File: config.mk
export PLATFORM = sky130hd
export DESIGN_NAME = parking_gate_ctrl
export DESIGN_NICKNAME = d
export VERILOG_FILES = /design/src/rtl/parking_gate_ctrl.sv
export SDC_FILE = /design/constraint.sdc
export NUM_CORES = 1
export LEC_CHECK = 0
export ABC_AREA = 0
export BUFFER_PORTS_ARGS = -buffer_cell sky130_fd_sc_hd__buf_2
export CORE_MARGIN = 8
export CORE_UTILIZATION = 45
export DETAILED_ROUTE_END_ITERATION = 6
export GPL_ROUTABILITY_DRIVEN = 0
export HOLD_SLACK_MARGIN = 0.06
export PLACE_DENSITY_LB_ADDON = 0.3
export SLEW_MARGIN = 40
export SYNTH_ARGS = -nofsm -noshare
export SYNTH_HDL_FRONTEND = slang
export SYNTH_SLANG_ARGS = --single-unit
File: constraint.sdc
create_clock -name clk -period 3.6 [get_ports clk]
set_clock_uncertainty 0.15 [all_clocks]
set_input_delay 0.18 -clock clk [delete_from_list [all_inputs] [get_ports clk]]
set_output_delay 0.18 -clock clk [all_outputs]
set_load 0.005 [all_outputs]
File: src/rtl/parking_gate_ctrl.sv
// Entry-barrier sequencer with a saturating occupancy counter for the parking lot.
// Define PARKING_GATE_TIMEOUT_EN to close the gate automatically after OPEN_TO idle cycles.
module parking_gate_ctrl #(
   parameter int CAPACITY   = 16,
   parameter int CNT_W      = 5,
   parameter int OPEN_TO    = 255,
   parameter int CLOSE_HOLD = 4
) (
   input  logic             clk,
   input  logic             reset_n,
   input  logic             entry_req,
   input  logic             car_in,
   input  logic             car_out,
   output logic             gate_open,
   output logic [CNT_W-1:0] count,
   output logic             full,
   output logic             empty,
   output logic             timeout
);

   typedef enum logic [1:0] {
      IDLE  = 2'd0,
      OPEN  = 2'd1,
      CLOSE = 2'd2
   } state_t;

   localparam logic [CNT_W-1:0] CAP_C     = CNT_W'(CAPACITY);
   localparam logic [7:0]       OPEN_LAST = 8'(OPEN_TO - 1);
   localparam logic [7:0]       HOLD_LAST = 8'(CLOSE_HOLD - 1);

   state_t           state;
   state_t           state_nxt;
   logic [7:0]       timer;
   logic [7:0]       timer_nxt;
   logic             timeout_nxt;
   logic [CNT_W-1:0] count_nxt;

   always_ff @(posedge clk or negedge reset_n) begin
      if (!reset_n) begin
         state   <= IDLE;
         timer   <= 8'd0;
         timeout <= 1'b0;
         count   <= '0;
      end else begin
         state   <= state_nxt;
         timer   <= timer_nxt;
         timeout <= timeout_nxt;
         count   <= count_nxt;
      end
   end

   always_comb begin
      state_nxt   = state;
      timer_nxt   = timer;
      timeout_nxt = 1'b0;
      case (state)
         IDLE: begin
            if (entry_req && !full) begin
               state_nxt = OPEN;
               timer_nxt = 8'd0;
            end
         end
         OPEN: begin
            if (car_in) begin
               state_nxt = CLOSE;
               timer_nxt = 8'd0;
            end
`ifdef PARKING_GATE_TIMEOUT_EN
            else if (timer == OPEN_LAST) begin
               state_nxt   = CLOSE;
               timer_nxt   = 8'd0;
               timeout_nxt = 1'b1;
            end else begin
               timer_nxt = timer + 8'd1;
            end
`endif
         end
         CLOSE: begin
            timer_nxt = timer + 8'd1;
            if (timer == HOLD_LAST) begin
               state_nxt = IDLE;
            end
         end
         default: begin
            state_nxt = IDLE;
            timer_nxt = 8'd0;
         end
      endcase
   end

`ifndef PARKING_GATE_TIMEOUT_EN
   logic unused_open_to;
   assign unused_open_to = ^OPEN_LAST;
`endif

   // Counted every cycle so cars slipping in behind an open gate are still tracked.
   always_comb begin
      count_nxt = count;
      if (car_in && !car_out && count != CAP_C) begin
         count_nxt = count + CNT_W'(1);
      end else if (car_out && !car_in && count != '0) begin
         count_nxt = count - CNT_W'(1);
      end
   end

   assign gate_open = (state == OPEN);
   assign full      = (count == CAP_C);
   assign empty     = (count == '0);

endmodule
## Yosys cells after proc, flatten, opt, wreduce, memory -nomap -nowiden

Index checks and enable logic that the tools add are counted.

| cells by class | value |
|---|---|
| add/subtract/negate cells | 3 |
| multiply operators | 0 |
| divide/modulo/power cells | 0 |
| order comparisons | 0 |
| equal/unequal tests | 8 |
| shifts and indexed selects | 0 |
| mux-type cells | 9 |
| bitwise operators | 0 |
| reductions and logical operators | 14 |

Operator list:

| operator | count |
|---|---|
| $pmux 8 s3 | 1 |
| $mux 8 | 2 |
| $mux 5 | 2 |
| $add 8x1->8 const B | 1 |
| $eq 8x2->1 const B | 1 |
| $mux 2 | 3 |
| $ne 2x2->1 const B | 3 |
| $pmux 2 s3 | 1 |
| $add 5x1->5 const B | 1 |
| $eq 5x5->1 const B | 1 |
| $logic_and 1x1->1 | 5 |
| $logic_not 5->1 | 1 |
| $ne 5x5->1 const B | 1 |
| $reduce_bool 5->1 | 1 |
| $sub 5x1->5 const B | 1 |
| $logic_not 1->1 | 3 |
| $reduce_and 3->1 | 1 |
| $eq 2x1->1 const B | 1 |
| $eq 2x2->1 const B | 1 |
| $logic_not 2->1 | 1 |
| $reduce_and 2->1 | 1 |
| $reduce_bool 2->1 | 1 |

| word-level totals | value |
|---|---|
| register bits | 15 |
| latch bits | 0 |
| memory bits (writable) | 0 |
| bits in read-only memories | 0 |
| bits of input ports | 5 |
| output and inout bits | 9 |
| word-level logic and storage cells | 37 |
| memories kept | 0 |

## Longest topological paths before layout

Gate-level depths: netlist (run 1).

| logic depth | value |
|---|---|
| word-level depth | 5 |
| depth in mapped cells | 8 |

## Least setup slack after synthesis (run 1)

No wires, ideal clock.

| timing | value |
|---|---|
| path type | register -> register |
| start | register count[0] |
| end | register count[4] |
| setup time | 0.141 ns |
| arrival time | 2.142 ns |
| data required time | 3.309 ns |
| slack | 1.168 ns |
| stages on the path, launching flop included | 9 |
| clock period less this slack | 2.432 ns |
| cell sequence | dfrtp_1 -> nor4_1 -> a21oi_1 -> nand2_1 -> ha_1 -> a21o_1 -> a2111oi_0 -> o21a_1 -> a211oi_1 |

| between the ends | value |
|---|---|
| longest elaborated chain between the ends | 3 |
| elaborated cells on any way between the ends | 9 |

RTL lines:

| what | RTL line | RTL |
|---|---|---|
| start, declared | 15 | `output logic [CNT_W-1:0] count,` |
| start signal, assigned | 48 | `count <= count_nxt;` |
| $sub 5x1->5, or another cell as far along | 102 | `count_nxt = count - CNT_W'(1);` |
| $mux 5, or another cell as far along | 101 | `end else if (car_out && !car_in && count != '0) begin` |
| $mux 5 / $reduce_bool 2->1 (equally long branches) | n/a |  |

Several ways; a longest one is shown, not always the timed one. The select of a mux whose other input is x is not followed.
A chain may end at the register's enable or synchronous reset.

## Final worst setup path (run 1)

Ends and elaborated chain as after synthesis.

==> results.yml, run 1 <==
clocking:
  ctsResizeCount: 0
  cts_buffers: 3
  cts_root_buf: "clkbuf_4"
  htree_levels: 1
  hold_buffers: 3
  clk_path_buf_depth: 2
  path_clk_slew_ns: 0.09
  insertion_delay_ns: 0.29
  cts.sinks: 15
  tritoncts: "yes"
  post-cts-setup-buffers: 0
routing:
  wl_per_cell_um: 14.01
  route.detailed.drc: 0
  via_count: 782
  ant_nets: 0
  drt_iter0_drc: 18
  first_pass_iters: 4
  viasPerCell: 5.546
  wl_um: 1976
worst_setup_path:
  startpoint: "count[0]$_DFFE_PN0P_"
  reg2reg_slack_ns: 0.32
  required_ns: 3.63
  crit_path_max_fanout: 6
  worstPathArrival_ns: 3.31
  crit_type: "reg2reg"
  r2r_start: "count[0]$_DFFE_PN0P_"
  cp-start-kind: "flop"
  crit_path_end_kind: "flop"
placed_design:
  port-buffer-count: 12
  dp_slack_ns: 0.8570
  dp_hpwl_um: 1490
  dpl_cell_area_um2: 1057
  dp_cells: 134
cells_and_area:
  multi_input_area_um2: 564.3
  fin_nets: 124
  layout_commonest_cell: "dfrtp_1"
  final_layout_size_suffix_gt1_share_pct: 21.24
  diodes: 0
  nFillCells: 204
  final_cell_area_um2: 1115
  fin_cells: 141
  final_cell_mix: "dfrtp_1 (15), buf_2 (12), nand2_1 (8)"
  syn_to_final_growth_pct: 13.94
  seq_area_um2: 375.4
sta:
  tightest_slew_ns: 0.6294
  slew_headroom_pct: 58.04
  post-route-period-util_pct: 91.02
  maxSlewViolCount: 0
  fin_ws_ns: 0.3232
  max_freq_mhz: 305.2
  hold_violations: 0
  setup_viol: 0
  final.min_clock_period_ns: 3.277
  setup_tns_ns: 0
  rsz0062_at_grt: "false"
synthesis:
  synth_warnings: 0
  synth_fp_nets: 107
  synth.cell_area_um2: 978.4
  netlist_instances: 97
  synth_edf_count: 0
  synthDistinctLibCells: 40
  synth.yosys.seq_area_share_pct: 38.36
  ys.flop_type: "dfrtp_1"
  async_flop_share_pct: 100.0
  ys_ff_latch: 15
  syn_avg_cell_area_um2: 10.09
power:
  peakVddDrop_mv: 0.3543
  p_leak_nw: 0.5493
  power_density_nw_per_um2: 727.5
  fin_total_pwr_mw: 0.8110
global_route:
  gr-usage-all-layers_pct: 10.88
  antenna_found_initial: 0
  grt_max_degree: 16
  grt_pass1_wl_um: 3505
  overflow: 0
  first_global_vias: 797
floorplan:
  die_w_um: 62.63
  fp.dieArea_um2: 3923
  die_y_um: 62.63
  rows: 17
  core_area_um2: 2127
  io-pin-count: 14
  start_util_pct: 46.00
min_path:
  hp-class: "in2async"
outcome:
  status: "finished, final reports clean"
job:
  max_cap_violations: 0
## power breakdown
group / switching [mW] / leakage (nW) / internal [mW] / total [mW]
sequential: 0.0754 / 0.194 / 0.220 / 0.296
combinational: 0.209 / 0.338 / 0.205 / 0.415
clock: 0.0591 / 0.0177 / 0.0414 / 0.100
## per-layer routing
| layer | GRT usage (%) | routed length (um) |
|---|---|---|
| met1 | 12.22 | 885 |
| met2 | 17.85 | 939 |
| met3 | 2.867 | 100 |
| met4 | 6.838 | 51 |
| met5 | 0 | 0 |
## cells by family after synthesis
| group | count (synthesis) | synth area share [%] |
|---|---|---|
| xor+xnor | 3 | 2.686 |
| fa+ha+maj | 5 | 7.161 |
| compound gates | 24 | 20.21 |
| buf+inv | 9 | 3.963 |
| flops | 15 | 38.36 |
| other cells | 1 | 0.3833 |
| simple gates | 31 | 17.52 |
| mux | 9 | 9.719 |
## metrics by stage
step                      hold slack (ns)  utilization (%)
final                              0.1596            52.41
after global routing               0.1883            52.41
after CTS                          0.1623            52.41
after detailed placement         -0.04526            49.71
after global placement           -0.05000            49.71
after floorplan                   -0.2656                -
## area by class of cell
type	instances	share of cell area [%]
Inverter	6	2.020
Sequential cell	15	33.67
Tap cell	28	3.143
Multi-Input combinational cell	73	50.62
Clock inverter	1	0.4489
Clock buffer	3	2.020
Timing Repair Buffer	15	8.081
## flip-flops by register name (all words and copies together), names as in the netlist
name / cells
state: 2
count: 5
timer: 8
## worst max-delay path, stage by stage, from the launching register on
cell and delay, ns:
dfrtp_1 0.47, nor4_1 0.45, a21oi_1 0.18, nand2_1 0.19, ha_1 0.30, a21o_1 0.20
a2111oi_0 0.44, o21a_1 0.19, a211oi_1 0.04, dlygate4sd3_1 0.56
## cell usage after synthesis, types with 2 or more instances
cell        n  area, um^2
dfrtp_1    15       375.4
nand2_1     8       30.03
inv_1       6       22.52
nor2_1      6       22.52
a21oi_1     5       25.02
mux2i_1     5       50.05
nand2b_1    5       31.28
ha_1        4       50.05
a22o_1      3       26.28
mux2_1      3       33.78
a21o_1      2       15.01
and3_1      2       12.51
nor4_1      2       12.51
o2111ai_1   2       17.52
o21ai_0     2       10.01
o22ai_1     2       12.51
xor2_1      2       17.52
## worst paths after layout
check / cells after the start / end
max: 9 / count[4]$_DFFE_PN0P_
min: 2 / timer[5]$_DFFE_PN0P_
max reg2reg: 9 / count[4]$_DFFE_PN0P_
min reg2reg: 1 / state[0]$_DFFE_PN0P_
max in group asynchronous: 2 / count[4]$_DFFE_PN0P_
min in group clk: 4 / count[0]$_DFFE_PN0P_
No activity file was read; power rests on OpenSTA's default activity.
==> run 2: changes to the inputs <==
--- a/config.mk
+++ b/config.mk
@@ -7,8 +7,10 @@
 export LEC_CHECK = 0
 export ABC_AREA = 0
 export BUFFER_PORTS_ARGS = -buffer_cell sky130_fd_sc_hd__buf_2
+export CELL_PAD_IN_SITES_DETAIL_PLACEMENT = 2
+export CELL_PAD_IN_SITES_GLOBAL_PLACEMENT = 2
 export CORE_MARGIN = 8
-export CORE_UTILIZATION = 45
+export CORE_UTILIZATION = 38
 export DETAILED_ROUTE_END_ITERATION = 6
 export GPL_ROUTABILITY_DRIVEN = 0
 export HOLD_SLACK_MARGIN = 0.06
==> run 2 against run 1 <==
Against the previous run:
- sequential power rose by 3%
- sequential share of layout area rose by 0.58 points
- wire length rose by 36%
- non-clock buffer count fell by 2
- final area fell by 1.7%
- die area rose by 14%
- first-iteration DRC count rose by 50%
- utilization fell by 7.8 points
- via count rose by 1.0%
- critical path depth fell by 1
- critical endpoint unchanged
- largest power group unchanged
- highest routed layer unchanged
==> results.yml, run 2 (synthesis results as in run 1) <==
cells_and_area:
  syn_to_final_growth_pct: 12.02
  biggestRegsByFlops: "timer: 8 flops, count: 5 flops, state: 2 flops"
  final_cell_mix: "dfrtp_1 (15), buf_2 (12), nand2_1 (8)"
  diodes: 0
  layout_commonest_cell: "dfrtp_1"
  nFillCells: 278
  fin_nets: 122
  largest_register_ffs: 8
  top_register: "timer"
  seq_area_um2: 375.4
  final_layout_size_suffix_gt1_share_pct: 20.72
  multi_input_area_um2: 564.3
floorplan:
  start_util_pct: 39.86
  rows: 18
  die_w_um: 66.74
  fp.dieArea_um2: 4454
  core_area_um2: 2455
  io-pin-count: 14
  die_y_um: 66.74
worst_setup_path:
  crit_type: "reg2reg"
  required_ns: 3.62
  cp-start-kind: "flop"
  worstPathArrival_ns: 2.80
  crit_path_end_kind: "flop"
  crit_path_max_fanout: 6
sta:
  post-route-period-util_pct: 77.22
  final.min_clock_period_ns: 2.780
  setup_viol: 0
  hold_violations: 0
  tightest_slew_ns: 0.6813
  max_freq_mhz: 359.7
  rsz0062_at_grt: "false"
  holdWs_ns: 0.07113
  setup_tns_ns: 0
  maxSlewViolCount: 0
  slew_headroom_pct: 54.58
routing:
  first_pass_iters: 3
  met2RoutedLength_um: 1444
  wl_um: 2680
  drt_iter0_drc: 27
  route.met3.wl_um: 97
  ant_nets: 0
  top_layer_used: "met4"
  via_count: 790
  route.detailed.drc: 0
  wl_per_cell_um: 19.01
  viasPerCell: 5.603
  met1_length_um: 1093
power:
  combinationalPowerShare_pct: 50.7
  p_switching_mw: 0.3660
  power_density_nw_per_um2: 752.2
  p_clk_share_pct: 12.2
  power_frac_seq_pct: 37.1
  swShare_pct: 44.39
  p_leak_nw: 0.5387
  peakVddDrop_mv: 0.3031
  p_int_mw: 0.4585
clocking:
  insertion_delay_ns: 0.29
  htree_levels: 1
  path_clk_slew_ns: 0.09
  tritoncts: "yes"
  cts_buffers: 3
  cts.sinks: 15
  clk_path_buf_depth: 2
  cts_root_buf: "clkbuf_4"
global_route:
  gr-usage-all-layers_pct: 13.19
  first_global_vias: 896
  antenna_found_initial: 0
  overflow: 0
  grt_pass1_wl_um: 4422
  grt_max_degree: 16
min_path:
  hp-class: "in2reg"
job:
  max_cap_violations: 0
placed_design:
  dp_hpwl_um: 2067
  port-buffer-count: 12
outcome:
  status: "finished, final reports clean"
==> run 2: cell types whose count changed in the layout (fill, tap and decap cells not counted), sizes merged <==
cell         delta
clkbuf          +1
clkinv          -1
dlygate4sd3     -2
==> run 2: what timing repair did <==
item                      4_1_cts  5_1_grt
setup buffers                   0        0
gates resized for setup         0        0
hold buffers                    1        0
hold endpoints to repair       15        0
==> run 2: critical path: stages, from the launching register on <==
cell and delay (ns):
dfrtp_1 0.47, nor4_1 0.45, a21oi_1 0.18, nand2_1 0.19, ha_1 0.29, a21o_1 0.20, a2111oi_0 0.48, o21a_1 0.20
a211oi_1 0.05
==> run 2: through the flow <==
step | setup WS [ns] | util [%] | instance area [um^2] | std cells | total power [mW]
after floorplan | 1.168 | - | 978.4 | 97 | 0.5903
after global placement | 1.012 | 43.17 | 1060 | 136 | 0.6937
after detailed placement | 0.8153 | 43.17 | 1060 | 136 | 0.7351
after CTS | 0.8031 | 44.65 | 1096 | 141 | 0.8410
after global routing | 0.5696 | 44.65 | 1096 | 141 | 0.9033
final | 0.8200 | 44.65 | 1096 | 141 | 0.8245
==> run 2: final timing paths <==
check	from	endpoint	slack, ns	cells past startpoint
setup reg to reg	count[0]$_DFFE_PN0P_	count[4]$_DFFE_PN0P_	0.82	8
hold / removal	car_in	count[4]$_DFFE_PN0P_	0.07	2
max in group asynchronous	reset_n	timer[1]$_DFFE_PN0P_	2.86	2
min in group asynchronous	reset_n	state[1]$_DFFE_PN0P_	0.19	2
setup / recovery	count[0]$_DFFE_PN0P_	count[4]$_DFFE_PN0P_	0.82	8
hold reg to reg	state[1]$_DFFE_PN0P_	state[0]$_DFFE_PN0P_	0.39	1
==> run 2: metal layers <==
metal	vias up	GRT usage (%)
met4	0	5.867
met5	-	0
met3	4	2.517
met2	11	23.78
met1	397	14.48
li1	378	-
==> run 2: power groups by stage <==
stage          clock network [mW]  logic, mW  registers, mW
2_1_floorplan                   0      0.313          0.277
3_3_place_gp                    0      0.398          0.296
3_5_place_dp                    0      0.427          0.308
4_1_cts                     0.105      0.430          0.306
5_1_grt                     0.113      0.476          0.315
6_report                    0.101      0.418          0.306
==> run 2: cell type report <==
class / count / share of cell area, %
multi-input combinational: 73 / 51.48
inverter: 6 / 2.055
timing repair buffer: 13 / 6.393
sequential: 15 / 34.25
clock buffer: 4 / 2.397
tap: 30 / 3.425
